File: config.mk
export PLATFORM = sky130hd
export DESIGN_NAME = l0_pool_sched
export DESIGN_NICKNAME = d
export VERILOG_FILES = /design/src/rtl/l0_pkg.sv /design/src/rtl/l0_max2.sv /design/src/rtl/l0_pool_sched.sv
export SDC_FILE = /design/constraint.sdc
export NUM_CORES = 1
export LEC_CHECK = 0
export BUFFER_PORTS_ARGS = -buffer_cell sky130_fd_sc_hd__buf_2
export CAP_MARGIN = 20
export CORE_ASPECT_RATIO = 1.1
export CORE_MARGIN = 1
export CORE_UTILIZATION = 58
export CTS_BUF_LIST = sky130_fd_sc_hd__clkbuf_8
export CTS_CLUSTER_SIZE = 14
export DETAILED_ROUTE_END_ITERATION = 6
export GPL_TIMING_DRIVEN = 0
export MAX_ROUTING_LAYER = met4
export PLACE_DENSITY = 0.81
export SYNTH_ARGS = -nofsm -noshare
export SYNTH_HDL_FRONTEND = slang
export SYNTH_HIERARCHICAL = 1
export SYNTH_SLANG_ARGS = --single-unit
File: constraint.sdc
create_clock -name clk -period 3.7 [get_ports clk]
set_input_delay 0.74 -clock clk [delete_from_list [all_inputs] [get_ports clk]]
set_output_delay 0.74 -clock clk [all_outputs]
set_load 0.01 [all_outputs]
File: src/rtl/l0_pkg.sv
// Shared layer-0 definitions: feature-map geometry, datapath widths and the
// pooling scheduler state encoding.
package l0_pkg;

    localparam int FM_W   = 26;
    localparam int POOL_W = 13;
    localparam int AW     = 10;
    localparam int DW     = 18;
    localparam int IW     = 8;

    typedef enum logic [1:0] {
        IDLE = 2'd0,
        RD   = 2'd1,
        WAIT = 2'd2,
        OUT  = 2'd3
    } state_t;

endpackage

File: src/rtl/l0_max2.sv
// Registered unsigned running maximum for one channel of a 2x2 pooling
// window. clr wins over ld, and ld wins over upd.
module l0_max2
    import l0_pkg::*;
(
    input  logic          clk,
    input  logic          rst_n,
    input  logic          clr,
    input  logic          ld,
    input  logic          upd,
    input  logic [DW-1:0] din,
    output logic [DW-1:0] q
);

    always_ff @(posedge clk or negedge rst_n) begin
        if (!rst_n) begin
            q <= '0;
        end else if (clr) begin
            q <= '0;
        end else if (ld) begin
            q <= din;
        end else if (upd && (din > q)) begin
            q <= din;
        end
    end

endmodule

File: src/rtl/l0_pool_sched.sv
// Layer-0 2x2 max-pool scheduler: walks the 13x13 window grid, reads four
// words per window from both channel RAMs and presents the pooled pair.
//
// state | meaning
// IDLE  | waiting for strt
// RD    | issuing the four window reads, sub selects the offset
// WAIT  | last read word returning from RAM
// OUT   | pooled pair presented, held until out_rdy
module l0_pool_sched
    import l0_pkg::*;
#(
    parameter int FM_W   = l0_pkg::FM_W,
    parameter int POOL_W = l0_pkg::POOL_W
) (
    input  logic          clk,
    input  logic          rst_n,
    input  logic          strt,
    input  logic          tx_done,
    output logic [AW-1:0] addr_rd,
    input  logic [DW-1:0] din_0,
    input  logic [DW-1:0] din_1,
    input  logic          out_rdy,
    output logic          out_vld,
    output logic [DW-1:0] dout_0,
    output logic [DW-1:0] dout_1,
    output logic [IW-1:0] out_idx,
    output logic          bsy,
    output logic          done
);

    state_t        state_q, state_d;
    logic [1:0]    sub_q, sub_d;
    logic [3:0]    row_q, row_d;
    logic [3:0]    col_q, col_d;
    logic          cap_q, cap_first_q;
    logic          last_win;
    logic [AW-1:0] win_base;
    logic [AW-1:0] win_off;
    logic [IW-1:0] win_idx;
    logic [DW-1:0] max_0, max_1;

    assign last_win = (row_q == 4'(POOL_W - 1)) && (col_q == 4'(POOL_W - 1));

    always_ff @(posedge clk or negedge rst_n) begin
        if (!rst_n) begin
            state_q <= IDLE;
            sub_q   <= '0;
            row_q   <= '0;
            col_q   <= '0;
        end else begin
            state_q <= state_d;
            sub_q   <= sub_d;
            row_q   <= row_d;
            col_q   <= col_d;
        end
    end

    always_comb begin
        state_d = state_q;
        sub_d   = sub_q;
        row_d   = row_q;
        col_d   = col_q;
        done    = 1'b0;
        case (state_q)
            IDLE: begin
                if (strt) begin
                    state_d = RD;
                    sub_d   = 2'd0;
                end
            end
            RD: begin
                sub_d = sub_q + 2'd1;
                if (sub_q == 2'd3) begin
                    state_d = WAIT;
                end
            end
            WAIT: begin
                state_d = OUT;
            end
            OUT: begin
                if (out_rdy) begin
                    if (last_win) begin
                        done    = 1'b1;
                        state_d = IDLE;
                        row_d   = '0;
                        col_d   = '0;
                    end else begin
                        state_d = RD;
                        sub_d   = 2'd0;
                        if (col_q == 4'(POOL_W - 1)) begin
                            col_d = '0;
                            row_d = row_q + 4'd1;
                        end else begin
                            col_d = col_q + 4'd1;
                        end
                    end
                end
            end
            default: state_d = IDLE;
        endcase
        // Abort overrides everything, including the final-window done pulse.
        if (tx_done) begin
            state_d = IDLE;
            sub_d   = '0;
            row_d   = '0;
            col_d   = '0;
            done    = 1'b0;
        end
    end

    always_comb begin
        win_off = '0;
        case (sub_q)
            2'd0:    win_off = '0;
            2'd1:    win_off = AW'(1);
            2'd2:    win_off = AW'(FM_W);
            default: win_off = AW'(FM_W + 1);
        endcase
    end

    assign win_base = ({6'd0, row_q} * AW'(2 * FM_W)) + {5'd0, col_q, 1'b0};
    assign addr_rd  = (state_q == RD) ? (win_base + win_off) : '0;
    assign win_idx  = (IW'(row_q) * IW'(POOL_W)) + IW'(col_q);

    // RAM data lags the address by one cycle, so the load/update strobes do too.
    always_ff @(posedge clk or negedge rst_n) begin
        if (!rst_n) begin
            cap_q       <= 1'b0;
            cap_first_q <= 1'b0;
        end else if (tx_done) begin
            cap_q       <= 1'b0;
            cap_first_q <= 1'b0;
        end else begin
            cap_q       <= (state_q == RD);
            cap_first_q <= (state_q == RD) && (sub_q == 2'd0);
        end
    end

    l0_max2 u_max_0 (
        .clk   (clk),
        .rst_n (rst_n),
        .clr   (tx_done),
        .ld    (cap_q && cap_first_q),
        .upd   (cap_q && !cap_first_q),
        .din   (din_0),
        .q     (max_0)
    );

    l0_max2 u_max_1 (
        .clk   (clk),
        .rst_n (rst_n),
        .clr   (tx_done),
        .ld    (cap_q && cap_first_q),
        .upd   (cap_q && !cap_first_q),
        .din   (din_1),
        .q     (max_1)
    );

    assign out_vld = (state_q == OUT);
    assign bsy     = (state_q != IDLE);
    assign dout_0  = out_vld ? max_0 : '0;
    assign dout_1  = out_vld ? max_1 : '0;
    assign out_idx = out_vld ? win_idx : '0;

endmodule

==> flow_metrics.env <==
export IMPL_cp_arrival_ns=3.08
export IMPL_maxSlewViolCount=0
export IMPL_synth_fp_nets=715
export IMPL_cp_max_fo=3
export IMPL_antenna_cells=0
export IMPL_drtPass1Iterations=5
export IMPL_pwr_share_comb=0.582
export IMPL_switching_share=0.4385
export IMPL_power_density_nw_per_um2=435.4
export IMPL_wl_per_cell_um=16.46
export IMPL_endpoint_kind="output pin"
export IMPL_io_pins=98
export IMPL_leakage_uw=0.003041
export IMPL_worstHoldPathType="in2async"
export IMPL_violations="setup timing"
export IMPL_synth_cell_type_count=57
export IMPL_p_seq_frac=0.294
export IMPL_die_x_um=91.61
export IMPL_postSynthCellCount=592
export IMPL_clk_latency_ns=0.30
export IMPL_fmax_ghz=0.2617
export IMPL_timing_rr_start="sub_q[0]"
export IMPL_first_iter_violations=272
export IMPL_path_clk_slew_ns=0.10
export IMPL_r2r_end="sub_q[1]"
export IMPL_r2r_slack_ns=0
export IMPL_setup_viol=1
export IMPL_grt_usage=0.3137
export IMPL_critPathKind="reg2out"
export IMPL_design_area_sq_um=6272
export IMPL_ys_ff_latch=50
export IMPL_p_clk_frac=0.124
export IMPL_p_sw_uw=1197
export IMPL_tritoncts="done"
export IMPL_syn_area_per_cell_sq_um=8.653
export IMPL_cts_sinks=50
export IMPL_rows=35
export IMPL_postCtsHoldBufs=0
export IMPL_grt_ovfl_total=0
export IMPL_layout_nets=852
export IMPL_cts_root_buffer="clkbuf_8"
export IMPL_grt_antenna_before_repair=0
export IMPL_post_route_period_util=1.033
export IMPL_yosysSeqAreaShare=0.2443
export IMPL_synthArstFlopShare=1.000
export IMPL_cp_start_kind="flop"
export IMPL_htreeDepth=2
export IMPL_placed_cell_area_sq_um=5767
export IMPL_p_int_uw=1533
export IMPL_nFillCells=625
export IMPL_max_cap_violations=0
export IMPL_finalWeightedCongestion=0.8880
export IMPL_cts_max_path_buffers=2
export IMPL_grt_pass1_wl_um=22760
export IMPL_vias_per_cell=5.999
export IMPL_dieHeight_um=100.6
export IMPL_drtAntennaViolNets=0
export IMPL_drcViolationCount=0
export IMPL_cts_made_buffers=5
export IMPL_yosys_warnings=6
export IMPL_portBuffers=97
export IMPL_final_util=0.7421
export IMPL_layout_drive_gt1_share=0.2795
export IMPL_synth_edff_count=0
export IMPL_fin_ws_ns=-0.1214
export IMPL_timing_hold_ws_ns=0.3607
export IMPL_slew_headroom=0.4117
export IMPL_crit_required_ns=2.96
export IMPL_fin_crit_ns=3.821
export IMPL_status="finished with violations"
export IMPL_finalClockSkew_ns=0.01015
export IMPL_grt_pass1_vias=4918
export IMPL_synth_top_flop_cell="dfrtp_1"
export IMPL_ir_drop_v=0.0002960
export IMPL_hold_viol=0
export IMPL_vias=5045
export IMPL_grt_start_max_net_pins=34
export IMPL_syn2layout_area_growth_pct=22.45
export IMPL_wl_um=13840
export IMPL_core_sq_um=8452
export IMPL_start_util=0.6061
export IMPL_syn_area_sq_um=5122
export IMPL_rsz0062_at_grt="true"
export IMPL_worst_pin_slew_ns=0.8824
export IMPL_hpwl_um=9801
export IMPL_dieArea_sq_um=9212
export IMPL_reg2reg_depth=26
## how the worst max path moves through the flow
stage | slack [ns] | endpoint | depth (start not counted) | from
6_report | -0.12 | addr_rd[9] | 9 | sub_q[0]
5_1_grt | -0.23 | addr_rd[9] | 11 | sub_q[1]
4_1_cts | -0.20 | addr_rd[9] | 9 | sub_q[0]
3_5_place_dp | 0.02 | addr_rd[9] | 10 | sub_q[0]
3_3_place_gp | 0.07 | addr_rd[9] | 10 | sub_q[0]
2_1_floorplan | 0.31 | addr_rd[9] | 9 | sub_q[0]
## Yosys cell counts (2+ instances only)
master / n / share of area
dfrtp_1: 50 / 0.24
fa_1: 7 / 0.027
mux2i_1: 7 / 0.014
a311oi_1: 3 / 0.0051
a22oi_1: 2 / 0.0029
nor3b_1: 2 / 0.0029
o21a_1: 2 / 0.0029
a31oi_1: 7 / 0.0085
buf_2: 2 / 0.0020
a221o_1: 2 / 0.0039
o21ai_0: 11 / 0.011
nand2_1: 51 / 0.037
ha_1: 75 / 0.18
clkbuf_1: 20 / 0.015
a211oi_1: 5 / 0.0073
a31o_2: 2 / 0.0034
inv_1: 95 / 0.070
nor3_1: 9 / 0.0088
nor2_1: 14 / 0.010
a211o_1: 3 / 0.0051
o22ai_1: 2 / 0.0024
o221ai_2: 20 / 0.059
or3b_2: 2 / 0.0034
nand4_1: 44 / 0.054
a21o_1: 7 / 0.010
a221oi_1: 4 / 0.0068
xor2_1: 3 / 0.0051
and2_1: 47 / 0.057
nor2b_1: 2 / 0.0024
nand3_1: 8 / 0.0078
o221ai_1: 14 / 0.024
buf_6: 2 / 0.0044
a21oi_1: 26 / 0.025
xnor2_1: 8 / 0.014
nand2b_1: 10 / 0.012
nor4_4: 2 / 0.0083
nand4_2: 2 / 0.0049
## through the flow
stage / cells / power, uW / setup WS [ns] / setup TNS (ns)
floorplan: 592 / 1694 / 0.3087 / 0
global placement: 800 / 1987 / 0.06839 / 0
detailed placement: 801 / 2064 / 0.02087 / 0
CTS: 839 / 2622 / -0.1973 / -0.3023
global route: 841 / 2941 / -0.2274 / -0.3856
finish: 841 / 2731 / -0.1214 / -0.1214
## routing by layer
metal,vias up,wire length (um),GRT usage
met5,-,0,-
met4,0,363,0.1013
met3,35,777,0.02640
met2,207,7124,0.5604
met1,2411,5575,0.3750
li1,2392,-,-
## what timing repair did
action / in CTS / in global routing
endpoints found under the setup margin: 8 / 10
hold endpoints to repair: 0 / 0
resized for setup: 16 / 17
buffers inserted: 30 / 5
pin swaps: 13 / 6
## critical path, cell delays in order, from the launching register on
cell and delay, ns:
dfrtp_1 0.44, ha_2 0.20, or2_4 0.27, fa_2 0.57, ha_4 0.21, a211o_1 0.28
a21oi_2 0.17, and4bb_1 0.22, mux2_4 0.30, buf_6 0.12
## final cells by class
class	count	area, sq um	area share
multi-input combinational	423	3560	0.5675
sequential	50	1255	0.2001
timing repair buffer	130	755.7	0.1205
inverter	95	360.3	0.05745
tap	111	138.9	0.02214
buffer	24	107.6	0.01716
clock buffer	6	82.58	0.01317
clock inverter	2	12.51	0.001995
## cells by family (layout without fill, tap and decap cells)
family                     count (synthesis)  after routing  share of synthesized area
and+or+nand+nor                          202            202                     0.2245
AOI/OAI and AO/OA                        120            120                     0.1947
buffers and inverters                    119            257                    0.09062
adders and majority gates                 82             82                     0.2106
DFF                                       50             50                     0.2443
xor gates and xnor gates                  11             11                    0.01881
muxes                                      8              8                    0.01661
## layout by cell type (no fill, tap or decap), types with 3 or more instances in the layout
cell type  Yosys  routed
a211o_1        3       3
a211oi_1       5       4
a21o_1         7       7
a21oi_1       26      24
a221oi_1       4       4
a311oi_1       3       3
a31oi_1        7       7
and2_1        47      46
buf_2          2      98
buf_4          0      31
buf_6          2       4
clkbuf_1      20      20
clkbuf_8       0       6
dfrtp_1       50      47
dfrtp_2        0       3
fa_1           7       4
fa_2           0       3
ha_1          75      64
ha_2           0       3
ha_4           0       8
inv_1         95      91
inv_2          0       3
mux2i_1        7       7
nand2_1       51      51
nand2b_1      10       9
nand3_1        8       8
nand4_1       44      44
nor2_1        14      14
nor3_1         9       9
o21ai_0       11      11
o221ai_1      14      14
o221ai_2      20      20
xnor2_1        8       8
xor2_1         3       3
## power groups by stage
stage | sequential (uW) | clock (uW) | combinational, uW
2_1_floorplan | 766 | 0 | 928
3_3_place_gp | 800 | 0 | 1190
4_1_cts | 796 | 347 | 1480
6_report | 802 | 339 | 1590
5_1_grt | 823 | 365 | 1750
3_5_place_dp | 807 | 0 | 1260
## sequential cells by signal, indices dropped and copies added, names as in the netlist
name,count
u_max_0/q,18
u_max_1/q,18
col_q,4
row_q,4
state_q,2
sub_q,2
cap_first_q,1
cap_q,1
Power figures use the tool's default switching activity.
